==> config.mk <==
export PLATFORM = sky130hd
export DESIGN_NAME = jogador_automatico
export DESIGN_NICKNAME = d
export VERILOG_FILES = /design/src/rtl/jogador_pkg.sv /design/src/rtl/jogador_memoria.sv /design/src/rtl/jogador_automatico.sv
export SDC_FILE = /design/constraint.sdc
export NUM_CORES = 1
export LEC_CHECK = 0
export CAP_MARGIN = 20
export CORE_MARGIN = 5
export CORE_UTILIZATION = 30
export CTS_CLUSTER_SIZE = 28
export DETAILED_ROUTE_END_ITERATION = 6
export DONT_BUFFER_PORTS = 1
export PLACE_DENSITY_LB_ADDON = 0.15
export RECOVER_POWER = 100
export SYNTH_ARGS = -nofsm -noshare
export SYNTH_HDL_FRONTEND = slang
export SYNTH_HIERARCHICAL = 1
export SYNTH_SLANG_ARGS = --single-unit
export TNS_END_PERCENT = 10
==> constraint.sdc <==
create_clock -name clock -period 7.6 [get_ports clock]
set_clock_uncertainty 0.05 [all_clocks]
set_input_delay 1.14 -clock clock [delete_from_list [all_inputs] [get_ports clock]]
set_output_delay 1.14 -clock clock [all_outputs]
set_load 0.02 [all_outputs]
==> src/rtl/jogador_pkg.sv <==
`default_nettype none
// ============================================================================
//  Module   : jogador_pkg
//  Brief    : Shared types, parameter defaults and helpers for the automatic
//             memory-game player.
//  Revision : 1.0 - initial release
// ============================================================================
package jogador_pkg;

    // Player FSM states; encodings are visible on db_estado
    typedef enum logic [3:0] {
        INICIAL   = 4'd0,
        OBSERVA   = 4'd1,
        ESPACO    = 4'd2,
        PRESSIONA = 4'd3,
        PROXIMA   = 4'd4,
        FIM       = 4'd5
    } estado_t;

    localparam int c_max_jogadas_padrao  = 16;
    localparam int c_gap_ciclos_padrao   = 4;
    localparam int c_press_ciclos_padrao = 4;

    // True when exactly one bit of a 4-bit LED/button word is set
    function automatic logic eh_onehot(input logic [3:0] v);
        return (v != 4'd0) && ((v & (v - 4'd1)) == 4'd0);
    endfunction

endpackage
`default_nettype wire

==> src/rtl/jogador_memoria.sv <==
`default_nettype none
// ============================================================================
//  Module   : jogador_memoria
//  Brief    : Register file holding the observed LED sequence.
//             Synchronous write, asynchronous read, no reset.
//  Revision : 1.0 - initial release
// ============================================================================
module jogador_memoria #(
    parameter int PROFUNDIDADE = 16,
    parameter int AW           = 4
) (
    input  logic          clk,
    input  logic          i_we,
    input  logic [AW-1:0] i_waddr,
    input  logic [3:0]    i_wdata,
    input  logic [AW-1:0] i_raddr,
    output logic [3:0]    o_rdata
);

    logic [3:0] r_mem [PROFUNDIDADE];

    // Store one LED word per accepted observation
    always_ff @(posedge clk) begin
        if (i_we) begin
            r_mem[i_waddr] <= i_wdata;
        end
    end

    assign o_rdata = r_mem[i_raddr];

endmodule
`default_nettype wire

==> src/rtl/jogador_automatico.sv <==
`default_nettype none
// ============================================================================
//  Module   : jogador_automatico
//  Brief    : Automatic player: records the LED sequence shown by the game and
//             replays it as timed button presses when given the turn, with an
//             optional deliberate mistake on the last press.
//  Revision : 1.0 - initial release
// ============================================================================
module jogador_automatico
    import jogador_pkg::*;
#(
    parameter int MAX_JOGADAS  = c_max_jogadas_padrao,
    parameter int GAP_CICLOS   = c_gap_ciclos_padrao,
    parameter int PRESS_CICLOS = c_press_ciclos_padrao
) (
    input  logic       clock,
    input  logic       reset,
    input  logic       habilita,
    input  logic [3:0] leds,
    input  logic       vez_jogador,
    input  logic       errar,
    output logic [3:0] botoes,
    output logic       jogando,
    output logic       overflow,
    output logic       erro_leds,
    output logic [3:0] db_estado,
    output logic [4:0] db_tamanho
);

    localparam int c_aw       = (MAX_JOGADAS > 1) ? $clog2(MAX_JOGADAS) : 1;
    localparam int c_fase_max = (GAP_CICLOS > PRESS_CICLOS) ? GAP_CICLOS : PRESS_CICLOS;
    localparam int c_fw       = $clog2(c_fase_max + 1);

    estado_t          r_estado, w_prox;
    logic [4:0]       r_len, r_idx;
    logic [c_fw-1:0]  r_fase;
    logic [3:0]       r_leds_ant, r_botoes;
    logic             r_vez_ant, r_errar, r_ovf, r_err;

    logic             w_led_subida, w_led_invalido, w_vez_subida;
    logic             w_gravar, w_set_ovf, w_set_err, w_inicia, w_limpa_len;
    logic             w_pressiona, w_ultima;
    logic [3:0]       w_mem_dado, w_valor_botao;

    jogador_memoria #(
        .PROFUNDIDADE (MAX_JOGADAS),
        .AW           (c_aw)
    ) u_memoria (
        .clk     (clock),
        .i_we    (w_gravar),
        .i_waddr (r_len[c_aw-1:0]),
        .i_wdata (leds),
        .i_raddr (r_idx[c_aw-1:0]),
        .o_rdata (w_mem_dado)
    );

    assign w_led_subida   = eh_onehot(leds) && (r_leds_ant == 4'd0);
    assign w_led_invalido = (leds != 4'd0) && !eh_onehot(leds);
    assign w_vez_subida   = vez_jogador && !r_vez_ant;
    assign w_ultima       = (r_idx == r_len - 5'd1);
    assign w_valor_botao  = (w_ultima && r_errar) ? {w_mem_dado[2:0], w_mem_dado[3]} : w_mem_dado;
    // Press is dropped the cycle after an abort or disable, not one cycle later
    assign w_pressiona    = (r_estado == PRESSIONA) && vez_jogador && habilita;

    // State register
    always_ff @(posedge clock or negedge reset) begin
        if (!reset) begin
            r_estado <= INICIAL;
        end else begin
            r_estado <= w_prox;
        end
    end

    // Next-state and datapath control decode
    always_comb begin
        w_prox      = r_estado;
        w_gravar    = 1'b0;
        w_set_ovf   = 1'b0;
        w_set_err   = 1'b0;
        w_inicia    = 1'b0;
        w_limpa_len = 1'b0;
        case (r_estado)
            INICIAL: begin
                if (habilita) w_prox = OBSERVA;
            end
            OBSERVA: begin
                if (w_led_subida) begin
                    if (r_len == 5'(MAX_JOGADAS)) w_set_ovf = 1'b1;
                    else                          w_gravar  = 1'b1;
                end
                if (w_led_invalido) w_set_err = 1'b1;
                // An LED stored on this same edge counts toward the round
                if (w_vez_subida) begin
                    if (w_gravar || (r_len != 5'd0)) begin
                        w_prox   = ESPACO;
                        w_inicia = 1'b1;
                    end else begin
                        w_prox = FIM;
                    end
                end
            end
            ESPACO: begin
                if (!vez_jogador) begin
                    w_prox      = OBSERVA;
                    w_limpa_len = 1'b1;
                end else if (r_fase == c_fw'(GAP_CICLOS - 1)) begin
                    w_prox = PRESSIONA;
                end
            end
            PRESSIONA: begin
                if (!vez_jogador) begin
                    w_prox      = OBSERVA;
                    w_limpa_len = 1'b1;
                end else if (r_fase == c_fw'(PRESS_CICLOS - 1)) begin
                    w_prox = PROXIMA;
                end
            end
            PROXIMA: begin
                if (!vez_jogador) begin
                    w_prox      = OBSERVA;
                    w_limpa_len = 1'b1;
                end else if (w_ultima) begin
                    w_prox = FIM;
                end else begin
                    w_prox = ESPACO;
                end
            end
            FIM: begin
                if (!vez_jogador) begin
                    w_prox      = OBSERVA;
                    w_limpa_len = 1'b1;
                end
            end
            default: w_prox = INICIAL;
        endcase
        if (!habilita) begin
            w_prox      = INICIAL;
            w_gravar    = 1'b0;
            w_set_ovf   = 1'b0;
            w_set_err   = 1'b0;
            w_inicia    = 1'b0;
            w_limpa_len = 1'b0;
        end
    end

    // Edge history, phase counter, sequence pointers, flags and button drive
    always_ff @(posedge clock or negedge reset) begin
        if (!reset) begin
            r_leds_ant <= 4'd0;
            r_vez_ant  <= 1'b0;
            r_botoes   <= 4'd0;
            r_fase     <= '0;
            r_len      <= 5'd0;
            r_idx      <= 5'd0;
            r_errar    <= 1'b0;
            r_ovf      <= 1'b0;
            r_err      <= 1'b0;
        end else begin
            r_leds_ant <= leds;
            r_vez_ant  <= vez_jogador;
            r_botoes   <= w_pressiona ? w_valor_botao : 4'd0;
            r_fase     <= (w_prox != r_estado) ? '0 : r_fase + 1'b1;
            if (r_estado == INICIAL) begin
                r_len   <= 5'd0;
                r_idx   <= 5'd0;
                r_errar <= 1'b0;
                r_ovf   <= 1'b0;
                r_err   <= 1'b0;
            end else begin
                if (w_gravar)    r_len <= r_len + 5'd1;
                if (w_limpa_len) r_len <= 5'd0;
                if (w_set_ovf)   r_ovf <= 1'b1;
                if (w_set_err)   r_err <= 1'b1;
                if (w_inicia) begin
                    r_idx   <= 5'd0;
                    r_errar <= errar;
                end
                if (r_estado == PROXIMA) r_idx <= r_idx + 5'd1;
            end
        end
    end

    assign botoes     = r_botoes;
    assign jogando    = (r_estado == ESPACO) || (r_estado == PRESSIONA);
    assign overflow   = r_ovf;
    assign erro_leds  = r_err;
    assign db_estado  = r_estado;
    assign db_tamanho = r_len;

endmodule
`default_nettype wire

==> results.md <==
- Status: complete, no violations
- Max Cap Viol: 0
- Detailed-route via count: roughly 2500
- Distinct cells, synth: 57
- Post-synth top area cell: edfxtp_1
- Worst hold margin: about 380 ps
- Crit-path leading delay family: simple AND/OR/NAND/NOR gates
- Drt first pass iters: 4
- Register-to-Register Setup Slack: 3540 ps
- Hold Crit Depth: 1
- Synthesized instance count: roughly 300
- Hold_sp: r_fase[0]
- Cts hold-fix bufs: 0
- Main area contributors after synthesis: edfxtp_1, dfrtp_1, mux4_1, nor2_1, nand3_1
- Fmax: 0.246 GHz
- FILL cells: 1322
- Post-Syn Area: around 4300 um^2
- Sum of buffers and inverters on the critical path: 0
- Fin. Hold Viols: 0
- # DRC: 0
- Initial core utilization: 30.8%
- Syn_nets: 317
- PD cells: roughly 220 nW/um^2
- Slowest stage delay, CP: roughly 890 ps
- Antenna violations before repair: 0
- First-pass GRT wire length: 14700 um
- Worst path cell trace: or4b_1 > or2_2 > a211oi_1 > or3b_2 > nor3_1
- Die area: ~17000 um^2
- WP data required: around 7500 ps
- Worst r2r path cells: 5
- Slowest CP cell: a211oi_1
- Sink Count: 93
- Fin. max-slew vios: 0
- Origin of the critical flop-to-flop path: db_estado[0]
- Worst EP arrival: 3990 ps
- Startpoint Class: register
- Crit path time final: just over 4000 ps
- Final setup margin: 3540 ps
- Multi-input logic area: 1520 um^2
- RSZ-0062 raised after global routing: false
- Initial DRC Count: 146
- IO buf count: 0
- Crit Path Max Fanout: 22
- # diodes: 0
- Setup CP Type: reg -> reg
- Hold EP: r_fase[0]
- Vias in the first global route: around 2500
- Peak supply drop: 136 uV
- Routability cong.: 0.790
- Final Cycle Share: 53.5%
- Clk buf depth: 2
- TNS Setup: 0 ps
- Core area: 13900 um^2
- Top-level port count: 25
- Most frequent cell after synthesis: edfxtp_1
- Final setup violation count: 0
- GRT Residual Overflow: 0
- Worst Hold Class: reg -> reg
- Synth Register Bits: between 90 and 100
- Total Wirelength: ~9400 um
- Die X: 130 um
- H-tree depth: 3
- Antenna-violating nets left: 0
- R2r endpoint: u_memoria/r_mem[0][2]
- Vias/cell: 5.10
- TritonCTS clock tree: done
- Post_cts resized: 0
- Layout cell share with drive strength beyond 1: roughly 7%
- CTS Buf Count: 9
- Synth warn: 6
- EDFF count, synth: 64
- Setup Fix Bufs, Post-CTS: 0
- Detail Placement HPWL: roughly 6300 um
- Ys async rst share: approximately 31%
- Reg area: 2650 um^2
- Clk Tree Root Cell: clkbuf_16
- Sequential share of the synthesized area: 61.8%
- Die H: 130 um
- Crit path capture type: register
- Synth top area share: 44.8%
- Top cells by count, synth: edfxtp_1, nor2_1, dfrtp_1
- GRT Overall Usage: 12.0%
- Fin nets: 317
- P&R area growth vs syn: 10.2%
- Leak Pwr: 1.63 nW
- WL per Instance: 19.3 um
- Worst relative slew slack: 24.0%
- Row count: 43
- Clk Latency, worst-skew pair: 340 ps
- Clock transition at path regs: approximately 60 ps
- Ys flop type: edfxtp_1
- Avg Inst Size Synth: roughly 14 um^2
- Pre-CTS setup slack: ~3800 ps
- Worst slew pin tran: 1130 ps
- Largest net degree at the start of global routing: 30
-- routing by layer --
| layer | vias up | track usage [%] | routed length (um) |
|---|---|---|---|
| met5 | - | 0 | 0 |
| met4 | 0 | 4.22 | 107 |
| met3 | 7 | 3.46 | 390 |
| met2 | 43 | 17.7 | 4260 |
| met1 | 1250 | 16.8 | 4650 |
| li1 | 1191 | - | - |
-- final cells by class --
cell class / instances / area share (%)
repair buffers: 1 / 0.159
multi-input cells: 190 / 32.1
inverters: 8 / 0.635
clock inverters: 6 / 1.46
well taps: 180 / 4.77
flip-flops and latches: 93 / 56.0
clock buffers: 10 / 4.85
-- worst max path at each step --
| stage | end | slack [ps] | start | depth (start not counted) |
|---|---|---|---|---|
| 2_1_floorplan | u_memoria/r_mem[0][0] | 4250 | leds[0] | 5 |
| 3_3_place_gp | u_memoria/r_mem[0][0] | 3890 | leds[0] | 5 |
| 3_5_place_dp | u_memoria/r_mem[0][2] | 3830 | leds[0] | 5 |
| 4_1_cts | u_memoria/r_mem[0][2] | 3910 | db_estado[0] | 5 |
| 5_1_grt | u_memoria/r_mem[0][2] | 3300 | db_estado[0] | 5 |
| 6_report | u_memoria/r_mem[0][2] | 3540 | db_estado[0] | 5 |
-- kinds of logic (layout without fill, tap and decap cells) --
family	after synthesis	after routing	share of synthesized area (%)
buffers and inverters	20	25	2.57
AO/OA/AOI/OAI	46	46	8.03
AND/OR/NAND/NOR	104	104	12.6
multiplexers	22	22	11.1
flip-flops	93	93	61.8
other	1	1	0.0875
adder cells (fa/ha/maj)	5	5	1.46
XOR/XNOR	12	12	2.45
-- state kept, by name (all words and copies together) (netlist names) --
| register | count |
|---|---|
| r_errar | 1 |
| db_tamanho | 5 |
| botoes | 4 |
| overflow | 1 |
| u_memoria/r_mem | 64 |
| r_vez_ant | 1 |
| r_idx | 5 |
| r_fase | 3 |
| db_estado | 4 |
| r_leds_ant | 4 |
| erro_leds | 1 |
-- cells in the final DEF (no fill, tap or decap), types with 7 or more instances in the layout --
cell type / count
a211oi_1: 7
a21oi_1: 7
clkbuf_16: 9
dfrtp_1: 29
edfxtp_1: 64
inv_1: 8
mux4_1: 14
nand2_1: 12
nand3_1: 13
nand4_1: 7
nor2_1: 36
nor3_1: 9
-- per-stage QoR --
step | power [mW] | cell area, um^2 | cells | util [%]
4_1_cts | 1.04 | 4740 | 488 | 34.0
6_report | 1.02 | 4730 | 488 | 33.9
3_3_place_gp | 0.585 | 4440 | 472 | 31.9
2_1_floorplan | 0.580 | 4290 | 303 | -
5_1_grt | 1.06 | 4730 | 488 | 33.9
3_5_place_dp | 0.585 | 4440 | 472 | 31.9
-- power breakdown --
group	total [mW]	switching, mW	internal, mW	leakage (nW)
logic	0.0206	0.0119	0.00868	0.520
clock network	0.448	0.190	0.258	0.146
registers	0.553	0.00621	0.547	0.963
total	1.02	0.208	0.814	1.63
Power figures use the tool's default switching activity.
